`src/rtl/uart_tx_scheduler_pkg.sv`:
```
// Shared constants for the UART transmit scheduler: FSM encodings, oversampling, baud divisor.
package uart_tx_scheduler_pkg;

  localparam logic [2:0] ST_IDLE   = 3'd0;
  localparam logic [2:0] ST_START  = 3'd1;
  localparam logic [2:0] ST_DATA   = 3'd2;
  localparam logic [2:0] ST_PARITY = 3'd3;
  localparam logic [2:0] ST_STOP   = 3'd4;

  localparam int unsigned OVERSAMPLE = 16;
  // 9600 baud at 50 MHz with 16x oversampling; also used by baud_rate_generator.
  localparam int unsigned BAUD_DIV_M = 326;
  localparam int unsigned SCNT_W     = 4;

  // Counter width that stays at least one bit for degenerate sizes.
  function automatic int unsigned width_of(input int unsigned n);
    return (n < 2) ? 1 : $clog2(n);
  endfunction

endpackage

```
`src/rtl/uart_tx_scheduler_rr_arbiter.sv`:
```
// Combinational round-robin arbiter: first valid requester after 'last', as one-hot plus index.
module rr_arbiter #(
  parameter int unsigned NREQ = 4,
  parameter int unsigned IW   = 2
) (
  input  logic [NREQ-1:0] valid,
  input  logic [IW-1:0]   last,
  output logic [NREQ-1:0] grant,
  output logic [IW-1:0]   idx,
  output logic            any
);

  int unsigned pos;

  always_comb begin
    grant = '0;
    idx   = '0;
    any   = 1'b0;
    pos   = 0;
    for (int unsigned k = 1; k <= NREQ; k++) begin
      pos = (32'(last) + k) % NREQ;
      if (!any && valid[IW'(pos)]) begin
        any              = 1'b1;
        idx              = IW'(pos);
        grant[IW'(pos)]  = 1'b1;
      end
    end
  end

endmodule

```
`src/rtl/uart_tx_scheduler.sv`:
```
// Shared UART TX: round-robin byte arbitration and 16x-oversampled serialization.
// Optional even-parity bit enabled by defining UART_TX_PARITY_EN.
module uart_tx_scheduler
  import uart_tx_scheduler_pkg::*;
#(
  parameter int unsigned NREQ    = 4,
  parameter int unsigned DBIT    = 8,
  parameter int unsigned SB_TICK = 16
) (
  input  logic                      clk_50MHz,
  input  logic                      reset,
  input  logic                      tick,
  input  logic [NREQ-1:0]           req_valid,
  input  logic [NREQ*DBIT-1:0]      req_data,
  output logic [NREQ-1:0]           req_ready,
  output logic [$clog2(NREQ)-1:0]   grant_id,
  output logic                      busy,
  output logic                      tx
);

  localparam int unsigned IW = $clog2(NREQ);
  localparam int unsigned NW = width_of(DBIT);
  localparam logic [SCNT_W-1:0] OS_LAST = SCNT_W'(OVERSAMPLE - 1);
  localparam logic [SCNT_W-1:0] SB_LAST = SCNT_W'(SB_TICK - 1);
  localparam logic [NW-1:0]     BIT_LAST = NW'(DBIT - 1);

  logic [2:0]        state, state_n;
  logic [SCNT_W-1:0] s_cnt, s_cnt_n;
  logic [NW-1:0]     n_cnt, n_cnt_n;
  logic [DBIT-1:0]   sreg, sreg_n;
  logic [IW-1:0]     last, last_n, grant_id_n;
  logic              busy_n, tx_n;
  logic [NREQ-1:0]   arb_grant;
  logic [IW-1:0]     arb_idx;
  logic              arb_any;
  logic              accept;
`ifdef UART_TX_PARITY_EN
  logic              par, par_n;
`endif

  rr_arbiter #(.NREQ(NREQ), .IW(IW)) u_arb (
    .valid (req_valid),
    .last  (last),
    .grant (arb_grant),
    .idx   (arb_idx),
    .any   (arb_any)
  );

  assign req_ready = (state == ST_IDLE && !reset) ? arb_grant : '0;
  assign accept    = (state == ST_IDLE) && !reset && arb_any;

  // Next-state and datapath; tx_n reflects the current state so tx lags the FSM by one clock.
  always_comb begin
    state_n    = state;
    s_cnt_n    = s_cnt;
    n_cnt_n    = n_cnt;
    sreg_n     = sreg;
    last_n     = last;
    grant_id_n = grant_id;
    busy_n     = busy;
    tx_n       = 1'b1;
`ifdef UART_TX_PARITY_EN
    par_n      = par;
`endif
    case (state)
      ST_IDLE: begin
        if (accept) begin
          sreg_n     = req_data[arb_idx*DBIT +: DBIT];
          grant_id_n = arb_idx;
          last_n     = arb_idx;
          s_cnt_n    = '0;
          busy_n     = 1'b1;
          state_n    = ST_START;
`ifdef UART_TX_PARITY_EN
          par_n      = ^req_data[arb_idx*DBIT +: DBIT];
`endif
        end
      end
      ST_START: begin
        tx_n = 1'b0;
        if (tick) begin
          if (s_cnt == OS_LAST) begin
            s_cnt_n = '0;
            n_cnt_n = '0;
            state_n = ST_DATA;
          end else begin
            s_cnt_n = s_cnt + 1'b1;
          end
        end
      end
      ST_DATA: begin
        tx_n = sreg[0];
        if (tick) begin
          if (s_cnt == OS_LAST) begin
            s_cnt_n = '0;
            sreg_n  = sreg >> 1;
            if (n_cnt == BIT_LAST) begin
`ifdef UART_TX_PARITY_EN
              state_n = ST_PARITY;
`else
              state_n = ST_STOP;
`endif
            end else begin
              n_cnt_n = n_cnt + 1'b1;
            end
          end else begin
            s_cnt_n = s_cnt + 1'b1;
          end
        end
      end
`ifdef UART_TX_PARITY_EN
      ST_PARITY: begin
        tx_n = par;
        if (tick) begin
          if (s_cnt == OS_LAST) begin
            s_cnt_n = '0;
            state_n = ST_STOP;
          end else begin
            s_cnt_n = s_cnt + 1'b1;
          end
        end
      end
`endif
      ST_STOP: begin
        tx_n = 1'b1;
        if (tick) begin
          if (s_cnt == SB_LAST) begin
            s_cnt_n = '0;
            busy_n  = 1'b0;
            state_n = ST_IDLE;
          end else begin
            s_cnt_n = s_cnt + 1'b1;
          end
        end
      end
      default: begin
        busy_n  = 1'b0;
        state_n = ST_IDLE;
      end
    endcase
  end

  always_ff @(posedge clk_50MHz or posedge reset) begin
    if (reset) begin
      state    <= ST_IDLE;
      s_cnt    <= '0;
      n_cnt    <= '0;
      sreg     <= '0;
      last     <= IW'(NREQ - 1);
      grant_id <= '0;
      busy     <= 1'b0;
      tx       <= 1'b1;
`ifdef UART_TX_PARITY_EN
      par      <= 1'b0;
`endif
    end else begin
      state    <= state_n;
      s_cnt    <= s_cnt_n;
      n_cnt    <= n_cnt_n;
      sreg     <= sreg_n;
      last     <= last_n;
      grant_id <= grant_id_n;
      busy     <= busy_n;
      tx       <= tx_n;
`ifdef UART_TX_PARITY_EN
      par      <= par_n;
`endif
    end
  end

endmodule

```
`config.mk`:
```
export PLATFORM = sky130hd
export DESIGN_NAME = uart_tx_scheduler
export DESIGN_NICKNAME = d
export VERILOG_FILES = /design/src/rtl/uart_tx_scheduler_pkg.sv /design/src/rtl/uart_tx_scheduler_rr_arbiter.sv /design/src/rtl/uart_tx_scheduler.sv
export SDC_FILE = /design/constraint.sdc
export NUM_CORES = 1
export LEC_CHECK = 0
export ABC_CLOCK_PERIOD_IN_PS = 3000
export BUFFER_PORTS_ARGS = -buffer_cell sky130_fd_sc_hd__buf_2
export CORE_MARGIN = 3
export CORE_UTILIZATION = 54
export DETAILED_ROUTE_END_ITERATION = 12
export GPL_ROUTABILITY_DRIVEN = 0
export PLACE_DENSITY = 0.78
export SLEW_MARGIN = 10
export SYNTH_ARGS = -nofsm -noshare
export SYNTH_HDL_FRONTEND = slang
export SYNTH_HIERARCHICAL = 1
export SYNTH_SLANG_ARGS = --single-unit
```
`constraint.sdc`:
```
create_clock -name clk_50MHz -period 3 [get_ports clk_50MHz]
set_input_delay 0.15 -clock clk_50MHz [delete_from_list [all_inputs] [get_ports clk_50MHz]]
set_output_delay 0.15 -clock clk_50MHz [all_outputs]
set_load 0.01 [all_outputs]
```
Word-level counts from Yosys, hierarchy flattened
Index checks and enable logic that the tools add are counted.
W data, S select, Z words.
Storage, ports and cells
  input bits: 39
  word-level logic and storage cells: 122
  output and inout bits: 8
  register bits after elaboration: 24
Cells by class
  reductions and logical operators: 25
  multiplexer cells: 55
  eq/ne operators: 15
  $add $sub $neg: 6
  order comparisons: 8
  bitwise operators: 4
  shift-type cells: 1
Operators by type and width (count)
  $mux W3: 11
  $mux W4: 8
  $shiftx A32 B6 Y8: 1
  $mux W8: 3
  $ne A2 B2 Y1 const B: 9
  $pmux W8 S2: 1
  $mux W1: 15
  $lt A2 B3 Y1 const B: 4
  $or A4 B4 Y4: 3
  $pmux W3 S4: 1
  $logic_and A1 B1 Y1: 9
  $bmux W1 S2: 4
  $demux W1 S2: 4
  $ge A2 B1 Y1 const B: 4
  $mux W2: 4
  $pmux W4 S2: 1
  $reduce_and A4 Y1: 2
  $reduce_and A8 Y1: 1
  $eq A3 B3 Y1 const B: 2
  $pmux W3 S2: 1
  $reduce_and A6 Y1: 1
  $reduce_bool A2 Y1: 3
  $add A2 B1 Y2 const B: 2
  $add A2 B2 Y2 const B: 2
  15 further kinds: 18

Logic depth before layout (Yosys ltp)
  depth in word-level cells: 16
  gate-level depth with buffers: 12
  mapped depth without buffers: 9

By module
The synthesis kept the hierarchy.
Modules (own cells, without submodules)
  uart_tx_scheduler: times used 1, cells an instance 138, sequential area each 604.3 sq um, area an instance 1535.2 sq um
  rr_arbiter: times used 1, cells an instance 68, sequential area each 0.0 sq um, area an instance 525.5 sq um

Worst setup path before layout
No wires, ideal clock.
  kind: reg-to-reg
  from: reg last[0]
  to: reg sreg[0]
  setup time: 0.119 ns
  cell stages (with the launch flop): 13
  setup slack: 0.310 ns
  data arrival time: 2.571 ns
  cell sequence: dfstp_2 > buf_4 > inv_2 > ha_1 > buf_6 > a21oi_2 > nor3_1 > nor2_2 > o31a_1 > buf_2 > mux4_2 > o22ai_2 > nor2_2
On the way
  word-level cells in the longest chain between the ends: 16
  elaborated cells between the ends (all ways): 32
Ends and longest elaborated chain
  start: declaration: line uart_tx_scheduler.sv:31  | logic [IW-1:0] last, last_n, grant_id_n;
  start signal: assignment: line uart_tx_scheduler.sv:149  | last <= IW'(NREQ - 1);
  start signal: assignment: line uart_tx_scheduler.sv:161  | last <= last_n;
  $add A2 B1 Y2: line uart_tx_scheduler_rr_arbiter.sv:21  | pos = (32'(last) + k) % NREQ;
  $bmux W1 S2: line uart_tx_scheduler_rr_arbiter.sv:22  | if (!any && valid[IW'(pos)]) begin
  $mux W1 (not written as such): line uart_tx_scheduler_rr_arbiter.sv:22
  $mux W1: line uart_tx_scheduler_rr_arbiter.sv:22
  $logic_not A1 Y1: line uart_tx_scheduler_rr_arbiter.sv:22
  $logic_and A1 B1 Y1: line uart_tx_scheduler_rr_arbiter.sv:22
  $mux W1: line uart_tx_scheduler_rr_arbiter.sv:22
  $logic_not A1 Y1: line uart_tx_scheduler_rr_arbiter.sv:22
  $logic_and A1 B1 Y1: line uart_tx_scheduler_rr_arbiter.sv:22
  $mux W1: line uart_tx_scheduler_rr_arbiter.sv:22
  $logic_not A1 Y1: line uart_tx_scheduler_rr_arbiter.sv:22
  $logic_and A1 B1 Y1: line uart_tx_scheduler_rr_arbiter.sv:22
  $mux W2 (*): line uart_tx_scheduler_rr_arbiter.sv:22
  named net arb_idx[0]: line uart_tx_scheduler.sv:34  | logic [IW-1:0] arb_idx;
  $shiftx A32 B6 Y8 (*): line uart_tx_scheduler.sv:68  | sreg_n = req_data[arb_idx*DBIT +: DBIT];
  $mux W8 (*): line uart_tx_scheduler.sv:67  | if (accept) begin
  $pmux W8 S2 (*): line uart_tx_scheduler.sv:65  | case (state)
  end signal: assignment: line uart_tx_scheduler.sv:160  | sreg <= sreg_n;
  end: declaration: line uart_tx_scheduler.sv:30  | logic [DBIT-1:0] sreg, sreg_n;
The timed path passes the listed nets; every way through them passes the cells marked *. The select of a mux whose other input is x is not followed.
A chain may end at the register's enable or synchronous reset.

Worst setup path in the final report
  from: reg last[1]
  to: reg sreg[0]
The elaborated chain is that of the path after synthesis.

==> impl.org <==
** Die
- Height of the die :: roughly 68 um
- Die outline width :: roughly 68 um
- Boundary pin count :: 47
- The floorplan has 21 rows.
- Once the floorplan was initialized, standard cells occupied just under 60% of the core.
- After floorplanning, the core was sized to cover roughly 0.0035 mm^2.
- Area of the die :: 0.004593 mm^2

** Clock tree
- Clock-pin slew was measured on the worst setup and hold paths at around 0.090 ns.
- Quantity of hold-fixing buffers added after cts :: 0
- The root buffer cell chosen for the clock tree is clkbuf_8.
- H-tree levels :: 1
- Clock tree synthesis inserted a total of 3 buffers.
- TritonCTS built the clock tree.
- Gates resized during post-CTS repair numbered 0.
- The number of setup buffers added after CTS is 0.
- The clock passes through at most 2 buffers.
- At the later pin of the worst-skew pair, clock insertion delay measures 0.27 ns.
- Clock tree synthesis found a total of 24 sinks.

** Timing
- Number of failing hold endpoints at the final stage :: 0
- Number of endpoints failing setup at the final stage :: 0
- Relative slew margins :: a little under two fifths
- Slew Viols, Final :: 0
- Setup repair after global routing missed its margin :: no
- Final Cycle Share :: between 90% and 100%
- Once routing completed, OpenROAD measured the worst setup slack at approximately 0.19 ns.
- Counting I/O delays and the setup requirement, the final critical path takes about 2.8 ns.
- Worst Skew :: between 0.003 and 0.004 ns
- Highest attainable clock frequency :: ~360 MHz
- Sum of negative setup slack :: 0 ns
- Worst Tran Pin Value :: ~0.93 ns

** Yosys
- Post-Synthesis Cell Area :: 0.002061 mm^2
- After technology mapping, the gate count stands at 206.
- Yosys mapped the design onto 56 distinct sky130hd cell types.
- Counting flops and latches in the post-synthesis netlist gives 24.
- Counting every net in the synthesized netlist gives about 260.
- Synth warn :: 6
- Dividing the synthesized area by the synthesized cell count gives 10.00 um^2.
- The share of the Yosys chip area taken by registers is 29.33%.
- Counting flops with a built-in enable in the synthesized netlist gives 0.
- Of all flip-flops after synthesis, the portion carrying an async set or reset was 100.0%.
- Top_reg_cell synth :: dfrtp_1

** Global routing
- Global Route Usage Sum :: approximately a fifth
- The via count of the first global-routing pass was around 1600.
- Initial antenna violation count :: 0
- Wire length of the first global-routing pass :: between 7000 and 8000 um
- Maximum number of pins on one net before global-route repair :: 25
- GRT overflow :: 0

** Min path
- In this run the worst hold path is classified as primary input to asynchronous set/reset pin.

** Detailed routing
- The first detailed-routing pass ran for 4 iterations.
- The count of nets left with antenna violations once routing finished came out at 0.
- After detailed routing, the number of remaining DRC violations is 0.
- Vias per inst :: ~6
- The first routing iteration left between 60 and 70 violations.
- The routed design has ~4200 um of wire.
- Routed len/inst :: ~14 um
- Total number of vias :: 1734

** Run status
- Outcome :: complete, no violations

** Worst setup path
- Along the worst path, the maximum fanout reaches 11.
- STA classifies the critical path endpoint as a register.
- Worst endpoint required time :: about 3.2 ns
- STA puts the critical path data arrival time at between 2 and 3 ns.
- The startpoint identified for the worst register-to-register timing path is last[1].
- Measured in cells, the most critical reg-to-reg path has a length of 8.
- Class of the most critical setup path :: register to register
- Element type at the critical path start :: register
- Worst setup slack for register-to-register paths :: 0.19 ns
- The worst register-to-register path ends at sreg[0].

** Final layout
- Commonest non-fill, non-tap cell in the layout :: buf_2
- Layout overhead on the synthesized area :: 12.26%
- Filler-free cell count of the finished design :: between 200 and 300
- At the end of the flow, the number of nets in the layout was between 200 and 300.
- Antenna cell count :: 0
- In the layout the commonest cells are buf_2, nand2_1, dfrtp_1.
- Fraction of final layout cells with drive strength greater than 1 :: approximately two fifths

** Power and ir drop
- The completed layout was analyzed and its total power is about 0.0020 W.
- Across the VDD grid, the largest voltage drop is 0.0004942 V.
- Power spread over the standard cell area amounts to about 850 mW/mm^2.
- Summed over all cells, the static leakage comes to between 1 and 1.5 nW.

** Placement
- OpenSTA, run right after detailed placement, puts the worst setup slack at between 0.2 and 0.25 ns.
- Placed instance count :: between 200 and 300
- Quantity of I/O buffers inserted on ports :: between 40 and 50
- Estimated wirelength of the detail-placed design :: 3214 um

** Run
- Max-cap violations in this run came to 0.
[per-layer routing]
metal  wire length [um]  vias to the layer above  track usage, %
met5                  0                        -               0
met4                  8                        0           3.722
met2               2040                       60           34.51
met1               1901                      833           25.95
met3                252                        2           4.326
li1                   -                      839               -
[critical path, cell delays in order (launching register included)]
cell,delay (ns)
dfstp_2,0.65
inv_1,0.17
ha_1,0.55
a221oi_1,0.09
a211oi_1,0.25
o22a_1,0.40
mux4_2,0.38
o22ai_2,0.18
nor2_2,0.04
[area by class of cell]
cell class | instances | area [um^2]
clock buffer | 4 | 55.05
multi-input combinational | 163 | 1325
fill | 289 | 1181
tap | 46 | 57.56
timing repair buffer | 48 | 245.2
sequential | 24 | 604.3
inverter | 7 | 26.28
[per-stage QoR]
step | cell area [um^2] | hold WS [ns] | utilization (%)
final | 2313 | 0.1100 | 66.20
after detailed placement | 2258 | 0.4589 | 64.63
after global placement | 2258 | 0.4438 | 64.63
after CTS | 2313 | 0.1514 | 66.20
after global routing | 2313 | 0.2049 | 66.20
after floorplan | 2061 | 0.1624 | -
[kinds of logic (layout without fill, tap and decap cells)]
family,count (synthesis),after routing,share of synthesized area [%]
compound gates,49,49,20.58
buf+inv,19,59,6.375
fa+ha+maj,11,11,6.679
xor+xnor,2,2,0.8502
flops,24,24,29.33
mux,16,16,14.03
simple gates,85,85,22.16
[report_power, final]
group	switching (W)	internal, W
combinational	0.000571	0.000579
clock	0.000110	0.000117
sequential	0.000144	0.000456
total	0.000825	0.00115
[registers in the layout (all words and copies together) (netlist names)]
signal,flops
sreg,8
s_cnt,4
n_cnt,3
state,3
grant_id,2
last,2
busy,1
tx,1
[synth_stat cells (all sizes together), types with 2 or more instances]
master	number	share of area, %
or3b	2	0.85
nand4	2	0.61
a221oi	2	1.2
dfstp	3	3.8
nor2b	2	0.61
nand2	26	4.9
nor3	3	0.97
ha	11	6.7
clkbuf	2	0.36
nor4	2	1.3
o21ai	10	2.4
mux4	9	9.8
a21oi	7	2.1
nand3b	2	0.73
and2	5	1.5
o21a	2	0.73
buf	10	4.7
a211oi	2	1.3
and3	2	0.61
nand2b	2	0.61
xor2	2	0.85
a21boi	2	0.73
dfrtp	21	26
a22oi	2	0.73
a221o	5	2.4
nand4b	2	0.85
o22ai	8	4.9
nand3	4	0.97
nor3b	2	0.73
mux2i	4	2.6
mux2	3	1.6
inv	7	1.3
nor2	27	5.9
o22a	2	0.85
[worst max-delay path by stage]
stage / start / to / slack (ns) / depth (start not counted)
2_1_floorplan: last[0] / sreg[0] / 0.31 / 12
3_3_place_gp: last[1] / sreg[0] / 0.23 / 8
3_5_place_dp: last[1] / sreg[0] / 0.20 / 8
4_1_cts: last[1] / req_ready[2] / 0.19 / 7
5_1_grt: last[1] / sreg[3] / 0.05 / 8
6_report: last[1] / sreg[0] / 0.19 / 8
(Power assumes the default switching activity.)
